`src/rtl/vga_scanout_if.sv`:
```
// Framebuffer read bus between the scanout engine (master) and a synchronous
// memory (slave) that returns q a fixed number of clocks after addr.
interface vga_scanout_if #(
  parameter int ADDR_WIDTH = 16,
  parameter int DATA_WIDTH = 16
) ();
  logic [ADDR_WIDTH-1:0] addr;
  logic [DATA_WIDTH-1:0] q;

  modport master (output addr, input q);
  modport slave  (input addr, output q);
endinterface

```
`src/rtl/vga_scanout.sv`:
```
// VGA raster scanout: timing counters, framebuffer address generation with
// pixel replication, and a flag pipeline matched to the memory read latency.
module vga_scanout #(
  parameter int H_VISIBLE   = 640,
  parameter int H_FRONT     = 16,
  parameter int H_SYNC      = 96,
  parameter int H_BACK      = 48,
  parameter int V_VISIBLE   = 480,
  parameter int V_FRONT     = 10,
  parameter int V_SYNC      = 2,
  parameter int V_BACK      = 33,
  parameter int COLOR_BITS  = 4,
  parameter int ADDR_WIDTH  = 16,
  parameter int DATA_WIDTH  = 16,
  parameter int SCALE_SHIFT = 0,
  parameter int RD_LATENCY  = 1,
  parameter int SYNC_POL    = 0
) (
  input  logic                  clock,
  input  logic                  clear,
  input  logic                  enable,
  input  logic [ADDR_WIDTH-1:0] base_addr,
  vga_scanout_if.master         fb,
  output logic [COLOR_BITS-1:0] VGA_R,
  output logic [COLOR_BITS-1:0] VGA_G,
  output logic [COLOR_BITS-1:0] VGA_B,
  output logic                  VGA_HS,
  output logic                  VGA_VS,
  output logic                  frame_start
);
  localparam int H_TOTAL = H_VISIBLE + H_FRONT + H_SYNC + H_BACK;
  localparam int V_TOTAL = V_VISIBLE + V_FRONT + V_SYNC + V_BACK;
  localparam int HW = $clog2(H_TOTAL);
  localparam int VW = $clog2(V_TOTAL);
  localparam logic [HW-1:0] H_LAST = HW'(H_TOTAL - 1);
  localparam logic [VW-1:0] V_LAST = VW'(V_TOTAL - 1);
  localparam logic [VW-1:0] V_MASK = VW'((1 << SCALE_SHIFT) - 1);
  localparam logic [ADDR_WIDTH-1:0] LINE_STEP = ADDR_WIDTH'(H_VISIBLE >> SCALE_SHIFT);
  localparam logic SYNC_ACT = (SYNC_POL != 0);

  logic [HW-1:0]         h_p0;
  logic [VW-1:0]         v_p0;
  logic [ADDR_WIDTH-1:0] line_base;
  logic [ADDR_WIDTH-1:0] addr_p0;
  logic [RD_LATENCY:0]   vld_p, hs_p, vs_p, fs_p;

  int                    h_i, v_i;
  logic                  vis_c, hs_c, vs_c, first_c, line_end_c;
  logic [ADDR_WIDTH-1:0] lb_eff, col_c;

  always_comb begin
    h_i        = int'(h_p0);
    v_i        = int'(v_p0);
    vis_c      = (h_i < H_VISIBLE) && (v_i < V_VISIBLE);
    hs_c       = (h_i >= H_VISIBLE + H_FRONT) && (h_i < H_VISIBLE + H_FRONT + H_SYNC);
    vs_c       = (v_i >= V_VISIBLE + V_FRONT) && (v_i < V_VISIBLE + V_FRONT + V_SYNC);
    first_c    = (h_p0 == '0) && (v_p0 == '0);
    // Last visible pixel of the final replicated copy of a source line.
    line_end_c = (h_i == H_VISIBLE - 1) && (v_i < V_VISIBLE) && ((v_p0 & V_MASK) == V_MASK);
    // The origin is taken straight from base_addr on the first pixel of a frame.
    lb_eff     = first_c ? base_addr : line_base;
    col_c      = ADDR_WIDTH'(h_p0 >> SCALE_SHIFT);
  end

  // Stage p0: raster counters, address issue, flag pipeline entry
  always_ff @(posedge clock or negedge clear) begin
    if (!clear) begin
      h_p0      <= '0;
      v_p0      <= '0;
      line_base <= '0;
      addr_p0   <= '0;
      vld_p     <= '0;
      hs_p      <= '0;
      vs_p      <= '0;
      fs_p      <= '0;
    end else begin
      if (h_p0 == H_LAST) begin
        h_p0 <= '0;
        v_p0 <= (v_p0 == V_LAST) ? '0 : v_p0 + VW'(1);
      end else begin
        h_p0 <= h_p0 + HW'(1);
      end
      line_base <= line_end_c ? lb_eff + LINE_STEP : lb_eff;
      addr_p0   <= vis_c ? lb_eff + col_c : lb_eff;
      vld_p     <= {vld_p[RD_LATENCY-1:0], vis_c};
      hs_p      <= {hs_p[RD_LATENCY-1:0], hs_c};
      vs_p      <= {vs_p[RD_LATENCY-1:0], vs_c};
      fs_p      <= {fs_p[RD_LATENCY-1:0], first_c};
    end
  end

  assign fb.addr = addr_p0;

  // Output stage: read data and delayed flags for the same pixel meet here
  always_ff @(posedge clock or negedge clear) begin
    if (!clear) begin
      VGA_R       <= '0;
      VGA_G       <= '0;
      VGA_B       <= '0;
      VGA_HS      <= ~SYNC_ACT;
      VGA_VS      <= ~SYNC_ACT;
      frame_start <= 1'b0;
    end else begin
      if (vld_p[RD_LATENCY] && enable) begin
        VGA_R <= fb.q[3*COLOR_BITS-1 -: COLOR_BITS];
        VGA_G <= fb.q[2*COLOR_BITS-1 -: COLOR_BITS];
        VGA_B <= fb.q[COLOR_BITS-1:0];
      end else begin
        VGA_R <= '0;
        VGA_G <= '0;
        VGA_B <= '0;
      end
      VGA_HS      <= hs_p[RD_LATENCY] ? SYNC_ACT : ~SYNC_ACT;
      VGA_VS      <= vs_p[RD_LATENCY] ? SYNC_ACT : ~SYNC_ACT;
      frame_start <= fs_p[RD_LATENCY];
    end
  end

  generate
    if (DATA_WIDTH > 3*COLOR_BITS) begin : g_spare
      logic unused_q_hi;
      assign unused_q_hi = ^fb.q[DATA_WIDTH-1:3*COLOR_BITS];
    end
  endgenerate
endmodule

```
`src/flat_wrapper.sv`:
```
// flat-port wrapper written by rule: the top's interface ports become plain ports
module vga_scanout_flat 
#(
  parameter int H_VISIBLE   = 640,
  parameter int H_FRONT     = 16,
  parameter int H_SYNC      = 96,
  parameter int H_BACK      = 48,
  parameter int V_VISIBLE   = 480,
  parameter int V_FRONT     = 10,
  parameter int V_SYNC      = 2,
  parameter int V_BACK      = 33,
  parameter int COLOR_BITS  = 4,
  parameter int ADDR_WIDTH  = 16,
  parameter int DATA_WIDTH  = 16,
  parameter int SCALE_SHIFT = 0,
  parameter int RD_LATENCY  = 1,
  parameter int SYNC_POL    = 0
)
  (clock, clear, enable, base_addr, VGA_R, VGA_G, VGA_B, VGA_HS, VGA_VS, frame_start, fb_addr, fb_q);
  vga_scanout_if #(.ADDR_WIDTH(ADDR_WIDTH), .DATA_WIDTH(DATA_WIDTH)) fb_i ();
  input  logic clock;
  input  logic clear;
  input  logic enable;
  input  logic [ADDR_WIDTH-1:0] base_addr;
  output logic [COLOR_BITS-1:0] VGA_R;
  output logic [COLOR_BITS-1:0] VGA_G;
  output logic [COLOR_BITS-1:0] VGA_B;
  output logic VGA_HS;
  output logic VGA_VS;
  output logic frame_start;
  output wire logic [$bits(fb_i.addr)-1:0] fb_addr;
  input wire logic [$bits(fb_i.q)-1:0] fb_q;
  assign fb_addr = fb_i.addr;
  assign fb_i.q = fb_q;
  vga_scanout #(.H_VISIBLE(H_VISIBLE), .H_FRONT(H_FRONT), .H_SYNC(H_SYNC), .H_BACK(H_BACK), .V_VISIBLE(V_VISIBLE), .V_FRONT(V_FRONT), .V_SYNC(V_SYNC), .V_BACK(V_BACK), .COLOR_BITS(COLOR_BITS), .ADDR_WIDTH(ADDR_WIDTH), .DATA_WIDTH(DATA_WIDTH), .SCALE_SHIFT(SCALE_SHIFT), .RD_LATENCY(RD_LATENCY), .SYNC_POL(SYNC_POL)) u_core (.clock(clock), .clear(clear), .enable(enable), .base_addr(base_addr), .fb(fb_i), .VGA_R(VGA_R), .VGA_G(VGA_G), .VGA_B(VGA_B), .VGA_HS(VGA_HS), .VGA_VS(VGA_VS), .frame_start(frame_start));
endmodule
```
`config.mk`:
```
export PLATFORM = sky130hd
export DESIGN_NAME = vga_scanout_flat
export DESIGN_NICKNAME = d
export VERILOG_FILES = /design/src/rtl/vga_scanout_if.sv /design/src/rtl/vga_scanout.sv /design/src/flat_wrapper.sv
export SDC_FILE = /design/constraint.sdc
export NUM_CORES = 1
export LEC_CHECK = 0
export ABC_AREA = 1
export BUFFER_PORTS_ARGS = -buffer_cell sky130_fd_sc_hd__buf_4
export CAP_MARGIN = 10
export CORE_MARGIN = 5
export CORE_UTILIZATION = 45
export DETAILED_ROUTE_END_ITERATION = 10
export PLACE_DENSITY = 0.66
export REMOVE_ABC_BUFFERS = 1
export SETUP_SLACK_MARGIN = 0.5
export SLEW_MARGIN = 40
export SYNTH_ARGS = -nofsm -noshare
export SYNTH_HDL_FRONTEND = slang
export SYNTH_SLANG_ARGS = --single-unit
```
`constraint.sdc`:
```
create_clock -name clock -period 6.2 [get_ports clock]
set_input_delay 0.31 -clock clock [delete_from_list [all_inputs] [get_ports clock]]
set_output_delay 0.31 -clock clock [all_outputs]
set_load 0.1 [all_outputs]
```
==> results of run 1 <==
[through the flow]
step                total power, mW  cell area [um^2]  setup slack, ps
global placement              0.694              4590             2760
finish                         1.02              4780             2680
floorplan                     0.642              3990             3290
CTS                            1.04              4780             2640
global route                   1.07              4780             2270
detailed placement            0.696              4600             2670
[area by class of cell]
| type | instances | share of cell area |
|---|---|---|
| multi-input combinational | 328 | 0.386 |
| inverter | 71 | 0.0568 |
| timing repair buffer | 62 | 0.0982 |
| clock buffer | 11 | 0.0317 |
| clock inverter | 5 | 0.00576 |
| sequential | 75 | 0.393 |
| tap | 108 | 0.0283 |
[cells in the final DEF (no fill, tap or decap)]
cell type,n
nand3_1,32
a21oi_1,8
inv_1,67
nand4_2,1
dfstp_2,2
fa_1,1
nor3_2,4
dfrtp_1,73
nor4_2,1
buf_6,1
o21ai_2,1
clkinv_2,4
ha_1,16
inv_2,3
o21ai_1,1
clkinvlp_4,1
nand2_1,103
o21ai_0,14
nand2_2,14
nor2_4,9
nand4_1,17
buf_4,61
xor2_1,16
nor3_1,7
nand2_4,1
or2_2,2
clkbuf_8,11
clkinv_4,1
nor4_1,2
nor2_1,61
nand3_4,1
o21a_1,1
a2111oi_0,1
nor3_4,1
xnor2_1,4
o211ai_1,1
nand3_2,3
nor2_2,5
[worst max-delay path by stage]
stage	end	slack, ps	cells past startpoint
floorplan	u_core.fb.addr[8]	3290	21
global placement	u_core.fb.addr[8]	2760	21
detailed placement	u_core.fb.addr[8]	2670	21
CTS	u_core.fb.addr[8]	2640	21
global route	u_core.fb.addr[8]	2270	21
finish	u_core.fb.addr[8]	2680	21
[synthesized netlist by cell type, drive strengths merged]
cell,count
a2111oi,1
a21oi,8
buf,3
clkbuf,1
clkinv,1
dfrtp,73
dfstp,2
fa,1
ha,16
inv,70
nand2,118
nand3,36
nand4,18
nor2,75
nor3,12
nor4,3
o211ai,1
o21a,1
o21ai,16
or2,2
xnor2,4
xor2,16
[kinds of logic (layout without fill, tap and decap cells)]
logic type | after synthesis | in the layout | share of synthesized area
and+or+nand+nor | 264 | 264 | 0.323
xor gates and xnor gates | 20 | 20 | 0.0436
adders and majority gates | 17 | 17 | 0.0548
AOI/OAI and AO/OA | 27 | 27 | 0.0368
buffers and inverters | 75 | 149 | 0.0738
DFF | 75 | 75 | 0.468
[flip-flops by register name, indices dropped and copies added, names as in the netlist]
name,flops
u_core.VGA_G,4
u_core.VGA_VS,1
u_core.VGA_B,4
u_core.line_base,16
u_core.hs_p,2
u_core.vld_p,2
u_core.h_p0,10
u_core.fb.addr,16
u_core.VGA_HS,1
u_core.frame_start,1
u_core.vs_p,2
u_core.VGA_R,4
u_core.fs_p,2
u_core.v_p0,10
[report_power, final]
part | switching [mW] | total (mW) | internal, mW
Sequential | 0.00461 | 0.510 | 0.505
Clock | 0.175 | 0.339 | 0.164
Combinational | 0.130 | 0.174 | 0.0443
Total | 0.309 | 1.02 | 0.714
[per-layer routing]
layer / track usage / wire length [um] / vias up
met1: 0.197 / 3610 / 1404
li1: - / - / 1648
met3: 0.0354 / 485 / 13
met5: 0 / 0 / -
met4: 0.0564 / 113 / 0
met2: 0.260 / 3840 / 72
==> flow_summary.toml, run 1 <==
[setup_path]
rr_worst_depth = 21
cp_max_fo = 13
rr_startpoint = "u_core.v_p0[0]"
end_kind = "flip-flop"
crit_chain = "inv_1, ha_1, inv_1, nor2_1, nand2_1, nor2_4, nand3_2, clkinv_4, nor2_1, nor2_1, ha_1, fa_1, nand3_1, nand3_1, nand2_1, o21ai_0, nand3_1, nand2_1, nand2_1, nand3_1, o21ai_0"
crit_path_start_kind = "flip-flop"
cp_data_arrival_time_ps = 3710
critPathBufInv = 3
critPathSlowestCell = "dfrtp_1"
rrSetupSlack_ps = 2680
critPathMaxStageDelay_ps = 400
worstSetupPathType = "reg -> reg"
r2r-end = "u_core.fb.addr[8]"
cp.required_ps = 6400
crit_family = "simple AND/OR/NAND/NOR gates"
startpoint = "u_core.v_p0[0]"

[synth]
postSynthAreaPerCell_um2 = 8.40
synth_top_area_frac = 0.455
yosysWarnings = 0
syn_inst = 478
synth_cell_types = 36
yosysTopAreaCell = "dfrtp_1"
ys_seq_area_frac = 0.468
synth_area_leaders = "dfrtp_1, nand2_1, inv_1"
synth_area_um2 = 4020
synth-seq-cells = 75

[place]
portBuffers = 61
dp_hpwl_mm = 6.16
dp_cells = 644
gp_congestion = 0.855

[global_routing]
grt_max_degree = 76
overflow = 0
track_usage = 0.156
antenna_found_initial = 0
grt_pass1_wl_mm = 14.3
grt_pass1_vias = 3162

[clocking]
cts_setup_buffers = 0
root_buffer = "clkbuf_8"
clk_path_buf_depth = 2
cts_resized = 0
clock_latency_ps = 340
cts_tree = "built"
cts_sinks = 75
clk_pin_slew_worst_paths_ps = 70
cts_max_level = 3
postCtsHoldBufs = 0
cts_buffers = 9

[timing]
finalMaxSlewViolations = 0
whs_ps = -47.3
maxSlewHeadroom = 0.541
tns_ps = 0
rsz0062_at_grt = "no"
period_share = 0.567
finalSetupViolations = 0
max_freq_mhz = 284
hold_viol = 25
tightest_slew_ps = 689
clock_skew_ps = 10.9
period_needed_ps = 3520

[min_path]
hp-class = "in -> async"

[job]
max_cap_viol_count = 0

[die]
rows = 34
dieArea_um2 = 10900
ios = 66
die_x_um = 104
die_height_um = 104
start_util = 0.461
core_area_um2 = 8720

[routing]
drt_pass1_iterations = 4
drt.antenna.violating_nets = 0
vias = 3137
detail_route.wl_per_cell_um = 12.2
first_iter_violations = 99
drc_errors = 0
vias_per_cell = 4.75
postRouteWirelength_mm = 8.05

[cells_and_area]
seq_area_um2 = 1880
final_nets = 599
fill_cells = 836
area_delta_synth_final_pct = 19.0
final_util = 0.548
multi_input_area_um2 = 1850
instances_no_fill = 660
layout-drive-gt1-share = 0.230
antenna_cells = 0

[power_and_ir_drop]
power_leakage_nw = 2.45
vdd_drop_max_uv = 115
powerDensity_nw_per_um2 = 214

[outcome]
status = "complete, but fails checks"
violations = "negative hold slack"
Note: power is estimated with default switching activity, not from simulation.
==> run 2: changes to the inputs <==
- clock period: 6.2 -> 3.58 ns (I/O delays scaled with it)
==> flow_summary.toml, run 2 (same netlist as run 1, synthesis figures left out) <==
[outcome]
status = "finished clean"

[min_path]
hp-class = "in -> reg"
holdCritStartpoint = "fb_q[7]"
hold-path-cell-count = 3

[timing]
max_freq_mhz = 341
period_share = 0.820
maxSlewHeadroom = 0.516
rsz0062_at_grt = "yes"
tns_ps = 0
hold_viol = 0
finalMaxSlewViolations = 0
tightest_slew_ps = 708
period_needed_ps = 2930
finalSetupViolations = 0
clock_skew_ps = 9.55
setup_ws_ps = 645

[cells_and_area]
mostFrequentLayoutCell = "nand2_1"
final_cell_mix = "nand2_1, buf_4, dfrtp_1"
antenna_cells = 0
layout-drive-gt1-share = 0.329
final_nets = 619
area_delta_synth_final_pct = 30.3

[clocking]
cts_sinks = 75
cts_tree = "built"
clk_path_buf_depth = 2
root_buffer = "clkbuf_8"
cts_max_level = 3
clock_latency_ps = 360
cts_buffers = 9
clk_pin_slew_worst_paths_ps = 80

[routing]
postRouteWirelength_mm = 9.34
first_iter_violations = 153
drc_errors = 0
detail_route.wl_per_cell_um = 13.7
vias = 3372
drt_pass1_iterations = 4
drt.antenna.violating_nets = 0
vias_per_cell = 4.96

[setup_path]
cp.required_ps = 3830
crit_path_start_kind = "flip-flop"
startpoint = "u_core.v_p0[1]"
cp_max_fo = 8
rr_startpoint = "u_core.v_p0[1]"
rr_worst_depth = 20
worstSetupPathType = "reg -> reg"
cp_data_arrival_time_ps = 3190
end_kind = "flip-flop"

[global_routing]
track_usage = 0.162
antenna_found_initial = 0
overflow = 0
grt_max_degree = 76
grt_pass1_vias = 3089
grt_pass1_wl_mm = 14.5

[die]
dieArea_um2 = 10900
start_util = 0.461
rows = 34
ios = 66
core_area_um2 = 8720
die_height_um = 104
die_x_um = 104

[power_and_ir_drop]
powerDensity_nw_per_um2 = 385
power_leakage_nw = 2.59
vdd_drop_max_uv = 213

[place]
gp_congestion = 0.859
portBuffers = 61
dp_hpwl_mm = 6.33
dp_slack_ps = 257

[job]
max_cap_viol_count = 0
run 2: changes by cell type in the layout (fill, tap and decap cells not counted), sizes merged:
cell / before / now
buf: 62 / 80
nand3: 36 / 37
clkinv: 5 / 2
inv: 70 / 72
clkbuf: 11 / 9
dlygate4sd3: 0 / 1
bufinv: 0 / 3
run 2: worst paths after layout:
kind	endpoint	slack (ps)
max	u_core.fb.addr[7]	650
min	u_core.VGA_G[3]	30
max reg2reg	u_core.fb.addr[7]	650
min reg2reg	u_core.VGA_HS	350
max in group asynchronous	u_core.h_p0[6]	2670
min in group asynchronous	u_core.fb.addr[1]	390
run 2: worst max-delay path, cell delays in order (launching register included):
cell and delay (ps):
dfrtp_1 420, inv_2 80, ha_2 170, inv_2 60, nor2_1 80, nand2_1 90
nor2_4 180, nand3_4 180, clkinv_4 130, nor2_1 50, nor2_2 200, ha_1 290
nand3_1 100, nand3_2 90, nand2_1 70, nand2_1 80, nand3_1 80, nand3_1 80
or2_2 280, nand3_1 70, nand2_1 50
run 2: repair_timing:
action                                  4_1_cts  5_1_grt
endpoints found under the setup margin        8       10
cloned                                        0        1
buffers inserted                              1       13
resized for setup                             4       49
hold endpoints to repair                     73        0
pin swaps                                     0       16
hold buffers                                  1        0
run 2: routing by layer:
| metal | wire [um] | GRT usage | up-vias | share of wire |
|---|---|---|---|---|
| met5 | 0 | 0 | - | 0 |
| met3 | 586 | 0.0441 | 13 | 0.063 |
| met4 | 149 | 0.0527 | 0 | 0.016 |
| met2 | 4650 | 0.265 | 88 | 0.50 |
| li1 | - | - | 1689 | - |
| met1 | 3960 | 0.207 | 1582 | 0.42 |
run 2: through the flow:
step / hold slack [ps] / cell area (um^2) / power (mW) / utilization / instances
after global placement: 333 / 4620 / 1.20 / 0.530 / 648
after floorplan: -117 / 3990 / 1.11 / - / 474
final: 29.8 / 5230 / 2.02 / 0.600 / 680
after CTS: 23.7 / 4900 / 2.01 / 0.562 / 666
after global routing: 21.9 / 5230 / 2.09 / 0.600 / 680
after detailed placement: 257 / 4630 / 1.21 / 0.530 / 648
run 2: power breakdown:
group / switching [mW] / internal [mW]
Combinational: 0.237 / 0.0914
Sequential: 0.00841 / 0.874
Clock: 0.337 / 0.469
Total: 0.583 / 1.43
run 2: final cells by class:
class                   count  area, um^2
repair buffers             81         627
fillers                   769        3490
well taps                 108         135
inverters                  71         272
clock inverters             7         124
clock buffers               9         124
multi-input cells         329        2070
flip-flops and latches     75        1880
